**src/rtl/dct8_pkg.sv**
```systemverilog
// rtl/dct8_pkg.sv - shared widths, coefficient table and FSM states for the forward DCT8
// Purpose: common definitions for dct8_fwd_serial and dct8_row_mac.
//   DW      sample / coefficient width (signed)
//   AW      accumulator width: DW + 7 coefficient bits + 3 bits of 8-term growth
//   state_t LOAD (collect 8 samples) / EMIT (produce 8 coefficients)
//   coef()  C[k][n] of the HEVC 8-point forward transform matrix
package dct8_pkg;

  localparam int DW = 25;
  localparam int AW = 35;

  typedef enum logic {
    LOAD = 1'b0,
    EMIT = 1'b1
  } state_t;

  typedef logic signed [7:0] coef_t;

  localparam coef_t C [8][8] = '{
    '{ 8'sd64,  8'sd64,  8'sd64,  8'sd64,  8'sd64,  8'sd64,  8'sd64,  8'sd64},
    '{ 8'sd89,  8'sd75,  8'sd50,  8'sd18, -8'sd18, -8'sd50, -8'sd75, -8'sd89},
    '{ 8'sd83,  8'sd36, -8'sd36, -8'sd83, -8'sd83, -8'sd36,  8'sd36,  8'sd83},
    '{ 8'sd75, -8'sd18, -8'sd89, -8'sd50,  8'sd50,  8'sd89,  8'sd18, -8'sd75},
    '{ 8'sd64, -8'sd64, -8'sd64,  8'sd64,  8'sd64, -8'sd64, -8'sd64,  8'sd64},
    '{ 8'sd50, -8'sd89,  8'sd18,  8'sd75, -8'sd75, -8'sd18,  8'sd89, -8'sd50},
    '{ 8'sd36, -8'sd83,  8'sd83, -8'sd36, -8'sd36,  8'sd83, -8'sd83,  8'sd36},
    '{ 8'sd18, -8'sd50,  8'sd75, -8'sd89,  8'sd89, -8'sd75,  8'sd50, -8'sd18}
  };

  function automatic coef_t coef(input logic [2:0] k, input logic [2:0] n);
    return C[k][n];
  endfunction

endpackage

```
**src/rtl/dct8_row_mac.sv**
```systemverilog
// rtl/dct8_row_mac.sv - combinational dot product of one DCT8 row with the sample buffer
// Purpose: y = (sum_n C[k][n]*samples[n] + add) >>> shift, truncated to DW bits.
// Ports:
//   samples  in   8 x DW  buffered signed samples x[0..7]
//   k        in   3       coefficient row to evaluate
//   shift    in   6       arithmetic right-shift amount (>= AW gives all sign bits)
//   add      in   6       unsigned rounding offset
//   y        out  DW      signed coefficient, two's-complement wrap
module dct8_row_mac
  import dct8_pkg::*;
(
  input  logic [7:0][DW-1:0] samples,
  input  logic [2:0]         k,
  input  logic [5:0]         shift,
  input  logic [5:0]         add,
  output logic [DW-1:0]      y
);

  logic signed [AW-1:0] acc;
  logic [AW-1:0]        cx;
  logic [AW-1:0]        xx;
  coef_t                c;
  logic [5:0]           shamt;

  // Both operands are sign-extended to AW bits, so the modulo-2^AW product
  // equals the signed product; the sum never exceeds AW bits.
  always_comb begin
    acc = {{(AW-6){1'b0}}, add};
    cx  = '0;
    xx  = '0;
    c   = '0;
    for (int n = 0; n < 8; n++) begin
      c   = coef(k, 3'(n));
      cx  = {{(AW-8){c[7]}}, c};
      xx  = {{(AW-DW){samples[3'(n)][DW-1]}}, samples[3'(n)]};
      acc = acc + cx * xx;
    end
  end

  // Shifting by AW-1 already leaves only sign bits, so larger amounts clamp there.
  always_comb begin
    shamt = (shift >= 6'(AW)) ? 6'(AW - 1) : shift;
    y     = DW'(acc >>> shamt);
  end

endmodule

```
**src/rtl/dct8_fwd_serial.sv**
```systemverilog
// rtl/dct8_fwd_serial.sv - serial-in / serial-out forward 8-point integer DCT
// Purpose: collects 8 signed samples over a valid/ready stream, then emits the
// 8 transform coefficients one per accepted output beat with their index.
// Ports:
//   clk        in   1   clock, rising edge
//   reset      in   1   asynchronous, active-high reset
//   in_valid   in   1   sample valid
//   in_ready   out  1   high only while collecting samples
//   in_data    in   DW  signed sample x[n], arrival order n = 0..7
//   shift      in   6   right-shift amount, captured with x[0]
//   add        in   6   rounding offset, captured with x[0]
//   out_valid  out  1   coefficient valid
//   out_ready  in   1   downstream accepts coefficient
//   out_data   out  DW  signed coefficient y[k]
//   out_index  out  3   k of out_data
//   out_last   out  1   high with k = 7
module dct8_fwd_serial
  import dct8_pkg::*;
(
  input  logic          clk,
  input  logic          reset,
  input  logic          in_valid,
  output logic          in_ready,
  input  logic [DW-1:0] in_data,
  input  logic [5:0]    shift,
  input  logic [5:0]    add,
  output logic          out_valid,
  input  logic          out_ready,
  output logic [DW-1:0] out_data,
  output logic [2:0]    out_index,
  output logic          out_last
);

  state_t             state;
  state_t             state_n;
  logic [2:0]         n_cnt;
  logic [2:0]         k_cnt;
  logic [7:0][DW-1:0] samples;
  logic [5:0]         shift_q;
  logic [5:0]         add_q;
  logic [DW-1:0]      y;
  logic               in_fire;
  logic               load_out;

  assign in_ready = (state == LOAD);
  assign in_fire  = in_valid && in_ready;
  // The output register takes a new coefficient whenever it is empty or being drained.
  assign load_out = (state == EMIT) && (!out_valid || out_ready);

  always_ff @(posedge clk or posedge reset) begin
    if (reset) begin
      state <= LOAD;
    end else begin
      state <= state_n;
    end
  end

  always_comb begin
    state_n = state;
    case (state)
      LOAD: if (in_fire && (n_cnt == 3'd7)) state_n = EMIT;
      EMIT: if (load_out && (k_cnt == 3'd7)) state_n = LOAD;
    endcase
  end

  // Sample buffer; shift/add belong to the block and are captured only with x[0].
  always_ff @(posedge clk or posedge reset) begin
    if (reset) begin
      n_cnt   <= '0;
      samples <= '0;
      shift_q <= '0;
      add_q   <= '0;
    end else if (in_fire) begin
      samples[n_cnt] <= in_data;
      n_cnt          <= n_cnt + 3'd1;
      if (n_cnt == 3'd0) begin
        shift_q <= shift;
        add_q   <= add;
      end
    end
  end

  dct8_row_mac u_row_mac (
    .samples (samples),
    .k       (k_cnt),
    .shift   (shift_q),
    .add     (add_q),
    .y       (y)
  );

  // Output register; k_cnt wraps 7 -> 0 on the last load, ready for the next block.
  always_ff @(posedge clk or posedge reset) begin
    if (reset) begin
      k_cnt     <= '0;
      out_valid <= 1'b0;
      out_data  <= '0;
      out_index <= '0;
      out_last  <= 1'b0;
    end else if (load_out) begin
      out_data  <= y;
      out_index <= k_cnt;
      out_last  <= (k_cnt == 3'd7);
      out_valid <= 1'b1;
      k_cnt     <= k_cnt + 3'd1;
    end else if (out_ready) begin
      out_valid <= 1'b0;
    end
  end

endmodule

```
**config.mk**
```make
export PLATFORM = sky130hd
export DESIGN_NAME = dct8_fwd_serial
export DESIGN_NICKNAME = d
export VERILOG_FILES = /design/src/rtl/dct8_pkg.sv /design/src/rtl/dct8_row_mac.sv /design/src/rtl/dct8_fwd_serial.sv
export SDC_FILE = /design/constraint.sdc
export NUM_CORES = 1
export LEC_CHECK = 0
export CORE_ASPECT_RATIO = 0.8
export CORE_MARGIN = 3
export CORE_UTILIZATION = 30
export DETAILED_ROUTE_END_ITERATION = 16
export GPL_TIMING_DRIVEN = 1
export PLACE_DENSITY = 0.53
export SYNTH_ARGS = -nofsm -noshare
export SYNTH_HDL_FRONTEND = slang
export SYNTH_HIERARCHICAL = 1
export SYNTH_SLANG_ARGS = --single-unit
```
**constraint.sdc**
```tcl
create_clock -name clk -period 15.3 [get_ports clk]
set_input_delay 1.53 -clock clk [delete_from_list [all_inputs] [get_ports clk]]
set_output_delay 1.53 -clock clk [all_outputs]
set_load 0.005 [all_outputs]
```
---- Word level (Yosys, flattened, before mapping) ----
Cells that the tools add are included.
storage, ports and cells
  input bits .............................. 41
  logic and storage cells ................. 30
  register bits after elaboration ......... 43
  output and inout port bits .............. 31
cells by class
  order comparisons ....................... 1
  reductions and logical operators ........ 9
  add/sub/neg operators ................... 2
  equal/unequal tests ..................... 2
  bitwise logic cells ..................... 1
  mux-type cells .......................... 6
  shifts and indexed selects .............. 1
operator list
  kind                                                                  number
  1-bit by 6-bit >>> shifter with 25-bit output (first input constant)  1
  3-bit by 1-bit adder with 3-bit output (second input constant)        2
  3-bit == test (second input constant)                                 2
  6-bit greater-or-equal comparator (second input constant)             1
  6-bit 2-to-1 mux                                                      1
  1-bit logical AND                                                     4
  1-bit 2-to-1 mux                                                      4
  3-bit zero test                                                       1
  1-bit one-hot mux with 2 select lines                                 1
  2-bit AND reduction                                                   1
  2-bit nonzero test                                                    1
  1-bit zero test                                                       1
  1-bit logical OR                                                      1
  1-bit inverter                                                        1

---- Depth between registers and ports, before layout ----
Gate-level depths: netlist (run 1).
  depth in word-level cells ............... 6
  gate-level depth with buffers ........... 4
  gate-level depth less buffers ........... 4

---- Hierarchy ----
The synthesis (run 1) kept the hierarchy.
modules (own cells, without submodules)
  module           times used  cells an instance  area an instance (um^2)  sequential area each (um^2)
  dct8_fwd_serial  1           548                9460.3                   6231.0
  dct8_row_mac     1           26                 191.4                    0.0

---- Worst setup path after synthesis (run 1) ----
Ideal clock, no wire load.
  path type ............................... input to register
  start ................................... in in_valid
  end ..................................... reg samples[125] (netlist name)
  setup time .............................. 125 ps
  arrival ................................. 2570 ps
  stages .................................. 5
  buffers on the path ..................... 2
  data required time ...................... 15175 ps
  setup slack ............................. 12605 ps
  cells stage by stage .................... nor3b_4 and3_2 buf_4 buf_6 mux2_2
RTL lines
  element          RTL line               source
  start, declared  dct8_fwd_serial.sv:22  input logic in_valid,

---- Final worst setup path (run 1) ----
  start ................................... in out_ready
  end ..................................... reg out_data[4]
between the ends
  longest elaborated chain between the ends .. 2
ends and longest elaborated chain
  element               RTL line                source
  start, declared       dct8_fwd_serial.sv:28   input logic out_ready,
  1-bit logical OR      dct8_fwd_serial.sv:48   assign load_out = (state == EMIT) && (!out_valid || out_ready);
  1-bit logical AND     dct8_fwd_serial.sv:48
  end signal, assigned  dct8_fwd_serial.sv:100  out_data <= y;
  end, declared         dct8_fwd_serial.sv:29   output logic [DW-1:0] out_data,
Every way passes these cells.
A chain may end at the register's enable or synchronous reset.

==> results of run 1 <==
## report_power, final
group | internal (µW) | leakage, µW | switching [µW]
Sequential | 148 | 0.000435 | 26.7
Clock | 35.7 | 0.0000443 | 30.6
Combinational | 126 | 0.000438 | 57.9
Total | 310 | 0.000918 | 115
## worst paths after layout
kind / from / to / slack, ns / depth (start not counted)
min in group asynchronous: reset / out_data[7]$_DFFE_PP0P_ / 1.67 / 3
max in group asynchronous: reset / out_index[1]$_DFFE_PP0P_ / 13.30 / 3
min reg2reg: out_data[21]$_DFFE_PP0P_ / out_data[21]$_DFFE_PP0P_ / 0.51 / 1
max: out_ready / out_data[4]$_DFFE_PP0P_ / 12.33 / 5
max reg2reg: out_valid$_DFFE_PP0P_ / out_data[4]$_DFFE_PP0P_ / 13.67 / 4
min: out_data[21]$_DFFE_PP0P_ / out_data[21]$_DFFE_PP0P_ / 0.51 / 1
## layout by cell type (no fill, tap or decap), drive strengths merged
cell type / count
nand2b: 1
clkdlybuf4s50: 34
conb: 25
o21ai: 1
inv: 4
mux2: 32
clkbuf: 7
a21oi: 1
xnor2: 2
nor2b: 1
nand2: 3
dfrtp: 37
buf: 2
a31o: 1
ha: 5
## metal layers
| layer | global-route usage (%) | wire length, µm | vias up |
|---|---|---|---|
| met5 | 0 | 0 | - |
| met3 | 3.86 | 172 | 5 |
| met2 | 14.0 | 1120 | 24 |
| li1 | - | - | 413 |
| met4 | 4.03 | 40 | 0 |
| met1 | 11.4 | 1160 | 428 |
## state kept, by name, summed over array words and instances, names as in the netlist
name,flops
state,1
out_valid,1
n_cnt,3
out_index,3
out_last,1
k_cnt,3
out_data,25
## worst reg2reg max path: cells and delay by family (launching register included)
| kind | cells | cell delay, ns |
|---|---|---|
| muxes | 1 | 0.30 |
| buffers and inverters | 1 | 0.37 |
| and+or+nand+nor | 2 | 0.47 |
| DFF | 1 | 0.38 |
## cell type report
class | count | area (µm²)
clock buffer | 7 | 86.3
fill | 497 | 3110
tap | 62 | 77.6
inverter | 4 | 15.0
sequential | 37 | 926
multi-input combinational | 72 | 577
timing repair buffer | 36 | 355
## stage by stage
stage,instances,utilization (%),worst slack [ns],cell area [µm²]
2_1_floorplan,143,-,12.80,1730
3_3_place_gp,211,37.9,12.06,1950
3_5_place_dp,211,37.9,12.00,1950
4_1_cts,218,39.5,12.30,2040
5_1_grt,218,39.5,12.19,2040
6_report,218,39.5,12.33,2040
==> results.md, run 1 <==
- Status: completed
- Layout net count: a little over 200
- CTS clk-pin slew, worst paths: 0.07 ns
- CTS tree: yes
- CP top delay family: buffers and inverters
- H-tree levels: 2
- Post-CTS resize count: 0
- Vias: 870
- # IOs: just over 70
- Tot Pwr: approximately 430 µW
- Final hold slack: a little over 0.5 ns
- Min Tclk post-route: between 2 and 3 ns
- Detailed placer's ending HPWL: approximately 1800 µm
- Final setup TNS: 0 ns
- RSZ-0062 raised after global routing: false
- Worst-Margin Slew: approximately 0.56 ns
- Drc violations: 0
- Hold Buf Count CTS: 0
- MaxCap Viol Count: 0
- Initial antenna violation count: 0
- Largest stage delay, worst path: about 0.44 ns
- Setup violators final: 0
- Number of inserted diodes: 0
- Critical path type: primary input to flip-flop
- Post-Syn Instances: 119
- Tot GR Track Use: under 10%
- Worst endpoint required time: ~15 ns
- Remaining global-route overflow: 0
- Fin. max-slew vios: 0
- Worst Hold Class: flip-flop to flip-flop
- WL/cell: 11.4 µm
- Initial Util: between 30% and 40%
- First-pass iteration count of the detailed router: 3
- Clock root buffer: clkbuf_8
- Antenna viol nets, final: 0
- Later-pin clock latency in the skew report: between 0.2 and 0.3 ns
- Startpoint Class: primary input
- Site row count: 23
- Die Wd: around 89 µm
- Area growth from synthesis to layout: 24.2%
- GPL Wtd Cong: about 0.64
- Vias in the first global route: ~960
- Largest net degree at the start of global routing: 38
- Hold Fails Final Rpt: 0
- First-pass GRT wire length: around 4500 µm
- PD cells: 209 nW/µm²
- Die H: 72.1 µm
- PortBufs: 34
- Crit Path Max Fanout: 19
- Via density: ~4.0
- Peak Freq: between 0.3 and 0.4 GHz
- WP buf/inv: 2
- Clk buf depth: 2
- CTS Buf Count: 5
- Die ar.: ~6400 µm²
- Critical path arrival: roughly 3.1 ns
- Max-slew headroom: between 60% and 70%
- Crit-path slowest cell: clkdlybuf4s50_1
- Synth warnings: 6
- CORE AREA: between 5000 and 6000 µm²
- Part of the cycle the worst path needs: between 10% and 20%
- Critical Path End Type: flip-flop
- Final Skew: around 0.0013 ns
- Layout cell share with drive strength beyond 1: 26.9%
- Leakage power: between 0.0009 and 0.001 µW
- Worst VDD drop: roughly 0.000092 V
- Starting DRT DRC Count: 12
- Routed wire length: around 2500 µm
- Post-synthesis cell area: approximately 1600 µm²
- TritonCTS Sinks: 37
- Syn avg cell area: approximately 14 µm²
- Post CTS Setup Buffer Count: 0
- Crit-path cells: clkdlybuf4s50_1 -> nand2b_1 -> nand2_1 -> buf_4 -> mux2_2
(Power assumes the default switching activity.)
==> run 2: changes to the inputs <==
--- a/config.mk
+++ b/config.mk
@@ -10,7 +10,7 @@
 export CORE_UTILIZATION = 30
 export DETAILED_ROUTE_END_ITERATION = 16
 export GPL_TIMING_DRIVEN = 1
-export PLACE_DENSITY = 0.53
+export PLACE_DENSITY = 0.55
 export SYNTH_ARGS = -nofsm -noshare
 export SYNTH_HDL_FRONTEND = slang
 export SYNTH_HIERARCHICAL = 1
==> constraint.sdc (replaced) <==
create_clock -name clk -period 2.56 [get_ports clk]
set_input_delay 0.256 -clock clk [delete_from_list [all_inputs] [get_ports clk]]
set_output_delay 0.256 -clock clk [all_outputs]
set_load 0.005 [all_outputs]
==> run 2 against run 1 <==
Sequential power rose to 6.0 times the previous value. Non-clock buffer count increased by 1. Core utilization barely moved. Critical endpoint is now in_ready. Worst hold slack got worse by 0.11 ns.
==> results.md, run 2 (synthesis results as in run 1) <==
- Status: completed
- Fin. max-slew vios: 0
- CP top delay family: buffers and inverters
- WP buf/inv: 2
- Leakage power: between 0.0009 and 0.001 µW
- Final setup TNS: 0 ns
- PortBufs: 34
- RSZ-0062 raised after global routing: false
- CTS tree: yes
- WL met1: between 1000 and 1500 µm
- Tot Pwr: between 2000 and 3000 µW
- CTS clk-pin slew, worst paths: approximately 0.07 ns
- Most common cell after layout, fill and taps aside: dfrtp_1
- Sw frac: between 20 and 30%
- TritonCTS Sinks: 37
- Post-CTS resize count: 0
- Final Skew: between 0.002 and 0.003 ns
- Top routing layer in use: met4
- Final Util: roughly 40%
- Die Wd: around 89 µm
- Internal power component: ~1800 µW
- Critical Path End Type: output port
- Die H: 72.1 µm
- Hold Buf Count CTS: 0
- Largest net degree at the start of global routing: 38
- P_sw: 690 µW
- Clock power frac: 14.9%
- Clk buf depth: 2
- First-pass iteration count of the detailed router: 2
- Critical path type: flip-flop to output port
- First-pass GRT wire length: ~4400 µm
- Portion of total power attributed to combinational logic: a little over two fifths
- Filler Cell Count: slightly below 500
- WL/cell: 11.2 µm
- Most frequent cells in the layout: dfrtp_1 (37), clkdlybuf4s50_1 (34), mux2_2 (32)
- Final worst slack: ~1.0 ns
- MaxCap Viol Count: 0
- Post CTS Setup Buffer Count: 0
- Starting DRT DRC Count: 14
- Worst endpoint required time: 2.30 ns
- Worst Hold Class: primary input to async pin
- CORE AREA: 5150 µm²
- Via density: 3.90
- Max FFs per register: 25
- Remaining global-route overflow: 0
- Initial Util: between 30% and 40%
- Setup violators final: 0
- Later-pin clock latency in the skew report: between 0.2 and 0.3 ns
- Drc violations: 0
- GPL Wtd Cong: 0.678
- Clock root buffer: clkbuf_8
- PD cells: approximately 1200 nW/µm²
- Detailed placer's ending HPWL: between 1500 and 2000 µm
- Area growth from synthesis to layout: 24.3%
- Antenna viol nets, final: 0
- Crit-path cells: inv_1 -> clkdlybuf4s50_1
- Largest reg by FF count: out_data
- Worst VDD drop: between 0.0004 and 0.0005 V
- Routed wire length: around 2500 µm
- Layout cell share with drive strength beyond 1: a little over a quarter
- Largest stage delay, worst path: about 0.52 ns
- Initial antenna violation count: 0
- Crit Path Max Fanout: 4
- Critical path arrival: 1.30 ns
- Crit-path slowest cell: clkdlybuf4s50_1
- Vias in the first global route: around 950
- Sequential group share of total power: about two fifths
- Peak Freq: roughly 0.64 GHz
- CTS Buf Count: 5
- Startpoint Class: flip-flop
- Layout net count: 203
- Met3 WL: between 100 and 150 µm
- # IOs: between 70 and 80
- Met2 wire len: 1150 µm
- Tot GR Track Use: 9.02%
- Number of inserted diodes: 0
- Pre-CTS setup slack: approximately 0.96 ns
- Min Tclk post-route: 1.56 ns
- Vias: between 800 and 900
- Site row count: 23
- Die ar.: approximately 6400 µm²
- Hold Fails Final Rpt: 0
- H-tree levels: 2
- Part of the cycle the worst path needs: 60.9%
==> run 2: changes by cell type in the layout (fill, tap and decap cells not counted), sizes merged <==
cell    previous run  this run
clkbuf             7         8
buf                2         3
==> run 2: tightest hold or removal path, cell delays in order <==
cell and delay (ns):
clkdlybuf4s50_1 0.40, inv_1 0.05, buf_4 0.40
==> run 2: per-layer routing <==
layer / track usage, % / vias to the layer above
met2: 13.9 / 26
met4: 4.03 / 0
met5: 0 / -
li1: - / 415
met1: 11.2 / 413
met3: 3.52 / 4
==> run 2: final cells by class <==
class	count	area (µm²)	share of cell area [%]
Multi-Input combinational cell	72	577	28.3
Sequential cell	37	926	45.4
Timing Repair Buffer	37	363	17.8
Tap cell	62	77.6	3.81
Inverter	4	15.0	0.737
Clock buffer	8	80.1	3.93
==> run 2: power by group through the flow <==
stage               Sequential, µW  Combinational, µW  Clock (µW)
finish                        1050               1110         377
global route                  1090               1230         425
CTS                           1050               1130         398
detailed placement            1060               1130           0
global placement              1040               1100           0
floorplan                     1060                550           0
==> run 2: final timing paths <==
| kind | endpoint | slack, ns | from | depth (start not counted) |
|---|---|---|---|---|
| max reg2reg | k_cnt[2]$_DFFE_PP0P_ | 1.31 | k_cnt[0]$_DFFE_PP0P_ | 3 |
| min reg2reg | out_data[18]$_DFFE_PP0P_ | 0.51 | out_data[18]$_DFFE_PP0P_ | 1 |
| min in group clk | out_data[18]$_DFFE_PP0P_ | 0.51 | out_data[18]$_DFFE_PP0P_ | 1 |
| max | in_ready | 1.00 | state$_DFF_PP0_ | 2 |
| max in group asynchronous | out_last$_DFFE_PP0P_ | 1.84 | reset | 3 |
| min | out_data[5]$_DFFE_PP0P_ | 0.40 | reset | 3 |
==> run 2: per-stage QoR <==
| stage | cell area [µm²] | std cells | hold slack (ns) |
|---|---|---|---|
| global placement | 1960 | 212 | 0.486 |
| floorplan | 1730 | 143 | 0.419 |
| finish | 2040 | 220 | 0.397 |
| CTS | 2040 | 220 | 0.416 |
| global route | 2040 | 220 | 0.433 |
| detailed placement | 1960 | 212 | 0.495 |
